## config.mk

```make
export PLATFORM = sky130hd
export DESIGN_NAME = dmem_arbiter
export DESIGN_NICKNAME = d
export VERILOG_FILES = /design/src/rtl/dmem_arb_pkg.sv /design/src/rtl/rr_pick2.sv /design/src/rtl/dmem_arbiter.sv
export SDC_FILE = /design/constraint.sdc
export NUM_CORES = 1
export LEC_CHECK = 0
export BUFFER_PORTS_ARGS = -buffer_cell sky130_fd_sc_hd__buf_2
export CAP_MARGIN = 30
export CORE_AREA = 2 2 109 111
export CTS_BUF_LIST = sky130_fd_sc_hd__clkbuf_4 sky130_fd_sc_hd__clkbuf_8
export CTS_CLUSTER_SIZE = 12
export DETAILED_ROUTE_END_ITERATION = 12
export DIE_AREA = 0 0 111 113
export SLEW_MARGIN = 20
export SYNTH_ARGS = -nofsm -noshare
export SYNTH_HDL_FRONTEND = slang
export SYNTH_HIERARCHICAL = 1
export SYNTH_SLANG_ARGS = --single-unit
export TNS_END_PERCENT = 100
```

## constraint.sdc

```tcl
create_clock -name clk -period 2.4 [get_ports clk]
set_input_delay 0.12 -clock clk [delete_from_list [all_inputs] [get_ports clk]]
set_output_delay 0.12 -clock clk [all_outputs]
set_load 0.02 [all_outputs]
```

## src/rtl/dmem_arb_pkg.sv

```systemverilog
// Shared definitions for the data-memory arbiter: arbitration states and requester IDs.
package dmem_arb_pkg;

    typedef enum logic {
        IDLE  = 1'b0,
        BURST = 1'b1
    } arb_state_t;

    localparam logic REQ_CORE = 1'b0;
    localparam logic REQ_DMA  = 1'b1;

endpackage

```

## src/rtl/rr_pick2.sv

```systemverilog
// Two-way round-robin pick: a lone requester wins; on a tie the port that did not go last wins.
module rr_pick2
    import dmem_arb_pkg::*;
(
    input  logic       req0,
    input  logic       req1,
    input  logic       last_owner,
    output logic [1:0] pick
);

    assign pick[0] = req0 & (~req1 | (last_owner == REQ_DMA));
    assign pick[1] = req1 & (~req0 | (last_owner == REQ_CORE));

endmodule

```

## src/rtl/dmem_arbiter.sv

```systemverilog
// Two-port data-memory arbiter with burst locking and a shared single-port memory interface.
//
// state | meaning
// IDLE  | arbitrate between req0/req1 every cycle (round-robin on ties)
// BURST | owner locked; only owner beats are accepted until the burst ends
module dmem_arbiter
    import dmem_arb_pkg::*;
#(
    parameter int AW = 32,
    parameter int DW = 32,
    parameter int LW = 4
) (
    input  logic            clk,
    input  logic            rst_n,
    input  logic            req0,
    input  logic            req1,
    input  logic [LW-1:0]   len0,
    input  logic [LW-1:0]   len1,
    input  logic [AW-1:0]   addr0,
    input  logic [AW-1:0]   addr1,
    input  logic [DW/8-1:0] we0,
    input  logic [DW/8-1:0] we1,
    input  logic [DW-1:0]   wdata0,
    input  logic [DW-1:0]   wdata1,
    output logic            gnt0,
    output logic            gnt1,
    output logic            rvalid0,
    output logic            rvalid1,
    output logic [DW-1:0]   rdata,
    output logic            mem_en,
    output logic [DW/8-1:0] mem_we,
    output logic [AW-1:0]   mem_addr,
    output logic [DW-1:0]   mem_wdata,
    input  logic [DW-1:0]   mem_rdata
);

    arb_state_t    state_q, state_d;
    logic          owner_q, owner_d;
    logic [LW-1:0] remaining_q, remaining_d;
    logic          last_owner_q, last_owner_d;
    logic [1:0]    pick;
    logic [LW-1:0] gnt_len;
    logic          rvalid0_q, rvalid1_q;

    rr_pick2 u_pick (
        .req0       (req0),
        .req1       (req1),
        .last_owner (last_owner_q),
        .pick       (pick)
    );

    assign gnt_len = pick[1] ? len1 : len0;

    // remaining holds the number of burst beats still owed after the next one,
    // so the beat taken at remaining==0 is the final beat of the burst.
    always_comb begin
        state_d      = state_q;
        owner_d      = owner_q;
        remaining_d  = remaining_q;
        last_owner_d = last_owner_q;
        gnt0         = 1'b0;
        gnt1         = 1'b0;
        case (state_q)
            IDLE: begin
                gnt0 = pick[0];
                gnt1 = pick[1];
                if (pick[0] | pick[1]) begin
                    if (gnt_len == '0) begin
                        last_owner_d = pick[1];
                    end else begin
                        state_d     = BURST;
                        owner_d     = pick[1];
                        remaining_d = gnt_len - LW'(1);
                    end
                end
            end
            BURST: begin
                gnt0 = (owner_q == REQ_CORE) & req0;
                gnt1 = (owner_q == REQ_DMA) & req1;
                if (gnt0 | gnt1) begin
                    if (remaining_q == '0) begin
                        state_d      = IDLE;
                        last_owner_d = owner_q;
                    end else begin
                        remaining_d = remaining_q - LW'(1);
                    end
                end
            end
            default: state_d = IDLE;
        endcase
        // Grants are suppressed for the whole reset window, not just at the next edge.
        if (!rst_n) begin
            gnt0 = 1'b0;
            gnt1 = 1'b0;
        end
    end

    always_ff @(posedge clk or negedge rst_n) begin
        if (!rst_n) begin
            state_q      <= IDLE;
            owner_q      <= REQ_CORE;
            remaining_q  <= '0;
            last_owner_q <= REQ_DMA;
            rvalid0_q    <= 1'b0;
            rvalid1_q    <= 1'b0;
        end else begin
            state_q      <= state_d;
            owner_q      <= owner_d;
            remaining_q  <= remaining_d;
            last_owner_q <= last_owner_d;
            rvalid0_q    <= gnt0 & ~|we0;
            rvalid1_q    <= gnt1 & ~|we1;
        end
    end

    assign mem_en    = gnt0 | gnt1;
    assign mem_we    = gnt1 ? we1 : (gnt0 ? we0 : '0);
    assign mem_addr  = gnt1 ? addr1 : addr0;
    assign mem_wdata = gnt1 ? wdata1 : wdata0;
    assign rdata     = mem_rdata;
    assign rvalid0   = rvalid0_q;
    assign rvalid1   = rvalid1_q;

endmodule
```

## Word-level counts from Yosys, hierarchy flattened

Cells that the tools add are included.

- Bits in registers: 9
- Bits of input ports: 180
- Output and inout port bits: 105
- Word-level logic and storage cells: 64

- $add $sub $neg: 2
- Equal/unequal tests: 6
- Multiplexer cells: 24
- Bitwise operators: 17
- Reductions and logical operators: 9

Operator list:

| kind | number |
|---|---|
| $mux W32 | 2 |
| $mux W4 | 7 |
| $mux W1 | 10 |
| $logic_not A4 Y1 | 2 |
| $ne A2 B2 Y1 const B | 4 |
| $pmux W1 S2 | 4 |
| $pmux W4 S2 | 1 |
| $reduce_and A4 Y1 | 2 |
| $reduce_or A4 Y1 | 2 |
| $sub A4 B1 Y4 const B | 2 |
| $and A1 B1 Y1 | 6 |
| $not A1 Y1 | 6 |
| $or A1 B1 Y1 | 5 |
| $ne A2 B1 Y1 const B | 2 |
| $reduce_and A3 Y1 | 1 |
| $logic_not A1 Y1 | 2 |

## Longest topological paths before layout

- Depth in word-level cells: 8
- Depth in mapped cells: 9
- Depth with buffers taken out: 7

## Modules after synthesis

The synthesis kept the hierarchy.

By module, submodules not included:

| module | instances | cells each | area each (µm²) | sequential area each (µm²) |
|---|---|---|---|---|
| dmem_arbiter | 1 | 171 | 1670.4 | 226.5 |
| rr_pick2 | 1 | 3 | 18.8 | 0.0 |

## Worst setup path before layout

Ideal clock, no wire load.

- Kind: register -> register
- From: register last_owner_q
- To: register remaining_q[2]
- Library setup time: 0.127 ns
- Arrival time: 1.711 ns
- Data required time: 2.273 ns
- Slack: 0.561 ns
- Stages on the path, launching flop included: 8
- Buffers on the path: 1
- Clock period less this slack: 1.839 ns
- Cells stage by stage: dfstp_2 a21boi_0 buf_6 mux2_2 mux2i_1 ha_1 xnor2_1 mux2_1

- Word-level cells in the longest chain between the ends: 8
- Elaborated cells on any way between the ends: 15
- Those cells by class: 1 x add/sub; 2 x eq/ne; 4 x mux; 6 x bitwise; 2 x reduce/logical

RTL lines:

| element | line | source |
|---|---|---|
| start, declared | dmem_arbiter.sv:40 | `logic last_owner_q, last_owner_d;` |
| start signal, assigned | dmem_arbiter.sv:110 | `last_owner_q <= last_owner_d;` |
| $not A1 Y1 * | rr_pick2.sv:12 | `assign pick[1] = req1 & (~req0 \| (last_owner == REQ_CORE));` |
| $or A1 B1 Y1 * | rr_pick2.sv:12 |  |
| $and A1 B1 Y1 * | rr_pick2.sv:12 |  |
| via pick[1] | dmem_arbiter.sv:41 | `logic [1:0] pick;` |
| $mux W4 | dmem_arbiter.sv:52 | `assign gnt_len = pick[1] ? len1 : len0;` |
| $sub A4 B1 Y4 | dmem_arbiter.sv:73 | `remaining_d = gnt_len - LW'(1);` |
| $mux W4 | dmem_arbiter.sv:68 | `if (gnt_len == '0) begin` |
| $mux W4 | dmem_arbiter.sv:67 | `if (pick[0] \| pick[1]) begin` |
| $pmux W4 S2 | dmem_arbiter.sv:63 | `case (state_q)` |
| end signal, assigned | dmem_arbiter.sv:109 | `remaining_q <= remaining_d;` |
| end, declared | dmem_arbiter.sv:39 | `logic [LW-1:0] remaining_q, remaining_d;` |

Mark *: on every way through the listed nets, which the timed path passes. The rest lies on a longest branch. The select of a mux whose other input is x is not followed.
A chain may end at the register's enable or synchronous reset.

## Worst setup path after layout

- From: register last_owner_q
- To: output mem_addr[29]

- Word-level cells in the longest chain between the ends: 6

RTL lines:

| element | line | source |
|---|---|---|
| $not A1 Y1 | rr_pick2.sv:12 |  |
| $or A1 B1 Y1 | rr_pick2.sv:12 |  |
| $and A1 B1 Y1 | rr_pick2.sv:12 |  |
| via pick[1] | dmem_arbiter.sv:41 |  |
| $pmux W1 S2 | dmem_arbiter.sv:63 |  |
| $mux W1 | dmem_arbiter.sv:92 | `if (!rst_n) begin` |
| $mux W32 | dmem_arbiter.sv:118 | `assign mem_addr = gnt1 ? addr1 : addr0;` |
| end, declared | dmem_arbiter.sv:32 | `output logic [AW-1:0] mem_addr,` |

The timed path passes the listed nets, and every way through them passes these cells.

==> flow_summary.json <==
{
  "hold_depth": 3,
  "clkTransAtPathRegs_ns": 0.04,
  "final.period_utilization_pct": 91.3,
  "power.share.combinational_pct": 76.7,
  "cp_data_arrival_time_ns": 2.07,
  "multi_input_area_sq_um": 1140,
  "critPathKind": "flip-flop to primary output",
  "coreArea_sq_um": 11300,
  "cts_tree": "yes",
  "synth_cell_types": 37,
  "hold_viol_final": 0,
  "cts-root-buf": "clkbuf_8",
  "viasPerCell": 4.10,
  "worstHoldEndpoint": "rvalid0",
  "clock.fmax_mhz": 456,
  "report.final.setup_viol": 0,
  "insertedDiodeCount": 0,
  "rows": 39,
  "postLayoutCoreUtil_pct": 24.7,
  "whs_ns": 0.145,
  "grt_use_total_pct": 10.5,
  "p_switching_mw": 0.928,
  "hpwlAfterDp_um": 6650,
  "met1_length_um": 2600,
  "slew_viol_final": 0,
  "clockPowerShare_pct": 9.1,
  "final-seq-area_sq_um": 226,
  "seqPwrFrac_pct": 14.2,
  "peakVddDrop_mv": 0.239,
  "grt_pass1_vias": 2060,
  "yosys_register_bits": 9,
  "power_density_nw_per_um2": 718,
  "die_w_um": 111,
  "ys_top_cells_by_area": "mux2_2, buf_4, dfrtp_1, mux2i_1, a22o_1",
  "fillCellCount": 1217,
  "p_int_mw": 1.07,
  "areaGrowthSynthToFinish_pct": 64.5,
  "synth_top_area_cell": "mux2_2",
  "crit_slowest_cell": "dfstp_2",
  "synth_top_area_share_pct": 44.0,
  "worstMarginPinSlew_ns": 0.550,
  "ys_seq_area_share_pct": 13.4,
  "grt_antenna_before_repair": 0,
  "fp.dieArea_sq_um": 12500,
  "timing.setup.tns_ns": 0,
  "cp-end-kind": "primary output",
  "clk_latency_ns": 0.23,
  "fin_crit_ns": 2.19,
  "async_reset_ff_share_pct": 100,
  "dr.pass1.iters": 4,
  "cts_buffers": 3,
  "gr-total-overflow": 0,
  "min-delay-start": "we0[3]",
  "yosys_warnings": 6,
  "startpoint_type": "flip-flop",
  "grt_max_degree": 44,
  "numClockSinks": 9,
  "syn-num-nets": 355,
  "highest_layer": "met4",
  "start_util_pct": 15.0,
  "gp_congestion": 0.842,
  "r2r_start": "last_owner_q",
  "wl_per_cell_um": 14.3,
  "maxCapViolations": 0,
  "slowest_delay_ns": 0.36,
  "die-height_um": 113,
  "syn_inst": 174,
  "final_antenna_net_count": 0,
  "r2r-end": "remaining_q[2]",
  "io_buffers": 220,
  "outcome": "finished, final reports clean",
  "routed_wl_um": 7220,
  "clock-skew-final_ns": 0.000572,
  "cp_cell_sequence": "a21boi_1, nand2b_2, nand2_1, nand2_1, inv_4, buf_12, mux2_2, buf_2",
  "r2r_slack_ns": 0.37,
  "synth_edf_count": 0,
  "vias": 2072,
  "drive_gt1_share_pct": 83.7,
  "drt_iter0_drc": 58,
  "cp.required_ns": 2.28,
  "min_path_type": "primary input to flip-flop",
  "critPathMaxFanout": 43,
  "cts_max_level": 1,
  "clock_path_buffers": 2,
  "leakagePower_nw": 1.47,
  "synth_ff_type": "dfrtp_1",
  "avgSynthCellArea_sq_um": 9.71,
  "reg2reg_depth": 7,
  "wl_met2_um": 3840,
  "fin_nets": 544,
  "rsz0062_at_grt": "no",
  "cp_common_cell": "nand2_1",
  "netSwitchingFraction_pct": 46.5,
  "drc": 0,
  "met3_length_um": 718,
  "grt_pass1_wl_um": 10600,
  "ios": 285,
  "slew_headroom_pct": 63.0,
  "syn_area_sq_um": 1690
}
[per-layer routing]
layer  up-vias  global-route usage (%)
met4         0                    2.67
met1       944                    11.3
met5         -                       0
met2       142                    20.2
li1        982                       -
met3         4                    3.16
[worst max path at each step]
| stage | from | endpoint | slack [ns] | cells after the start |
|---|---|---|---|---|
| 5_1_grt | last_owner_q | mem_addr[8] | 0.02 | 8 |
| 6_report | last_owner_q | mem_addr[29] | 0.21 | 8 |
| 3_5_place_dp | last_owner_q | remaining_q[2] | 0.27 | 7 |
| 3_3_place_gp | last_owner_q | mem_wdata[28] | 0.37 | 8 |
| 4_1_cts | last_owner_q | mem_addr[29] | 0.03 | 8 |
| 2_1_floorplan | last_owner_q | remaining_q[2] | 0.56 | 7 |
[flip-flops by register name (all words and copies together) (netlist names)]
| register | cells |
|---|---|
| rvalid0 | 1 |
| owner_q | 1 |
| last_owner_q | 1 |
| state_q | 1 |
| rvalid1 | 1 |
| remaining_q | 4 |
[cells in the final DEF (no fill, tap or decap), types with 3 or more instances in the layout]
master / count
mux2i_1: 5
mux2_2: 66
or4_1: 3
mux2_1: 3
a22o_1: 4
nand2_1: 8
dfrtp_1: 8
clkbuf_8: 3
buf_2: 220
nor2_1: 4
o21ai_0: 3
[worst max-delay path: cells and delay by family, from the launching register on]
kind                   cells  cell delay [ns]
DFF                        1             0.36
AOI/OAI and AO/OA          1             0.20
and+or+nand+nor            3             0.30
buffers and inverters      3             0.58
muxes                      1             0.36
[what timing repair did]
| action | in CTS | in global routing |
|---|---|---|
| setup buffers | 0 | 0 |
| hold buffers | 1 | 0 |
| resized for setup | 0 | 2 |
| endpoints found under the hold margin | 9 | 0 |
| setup endpoints to repair | 0 | 58 |
[through the flow]
step / setup WS [ns] / area, sq um / power (mW) / std cells
2_1_floorplan: 0.561 / 1690 / 1.43 / 174
5_1_grt: 0.0201 / 2780 / 2.14 / 505
3_3_place_gp: 0.370 / 2720 / 1.78 / 500
4_1_cts: 0.0303 / 2780 / 2.02 / 505
3_5_place_dp: 0.265 / 2720 / 1.82 / 500
6_report: 0.209 / 2780 / 2.00 / 505
[power groups by stage]
stage / Combinational (mW) / Clock (mW) / Sequential [mW]
floorplan: 1.16 / 0 / 0.268
global placement: 1.50 / 0 / 0.278
detailed placement: 1.54 / 0 / 0.283
CTS: 1.54 / 0.192 / 0.281
global route: 1.65 / 0.196 / 0.293
finish: 1.53 / 0.182 / 0.283
[final cells by class]
class / count / share of cell area [%]
timing repair buffer: 225 / 42.0
multi-input combinational: 121 / 41.2
sequential: 9 / 8.15
tap: 143 / 6.44
clock buffer: 4 / 1.76
inverter: 3 / 0.495
[synthesized netlist by cell type, types with 2 or more instances]
master,instances
mux2_2,66
buf_4,38
dfrtp_1,8
nand2_1,8
mux2i_1,5
a22o_1,4
nor2_1,4
mux2_1,3
o21ai_0,3
or4_1,3
a21oi_1,2
buf_2,2
inv_1,2
nand3_1,2
nor4_1,2
[kinds of logic (layout without fill, tap and decap cells)]
family	after synthesis	in the layout	share of synthesized area, %
mux	75	75	49.9
compound gates	18	18	8.37
xor+xnor	1	1	0.519
fa+ha+maj	1	1	0.741
flops	9	9	13.4
buf+inv	44	232	18.8
simple gates	26	26	8.30
Power figures use the tool's default switching activity.
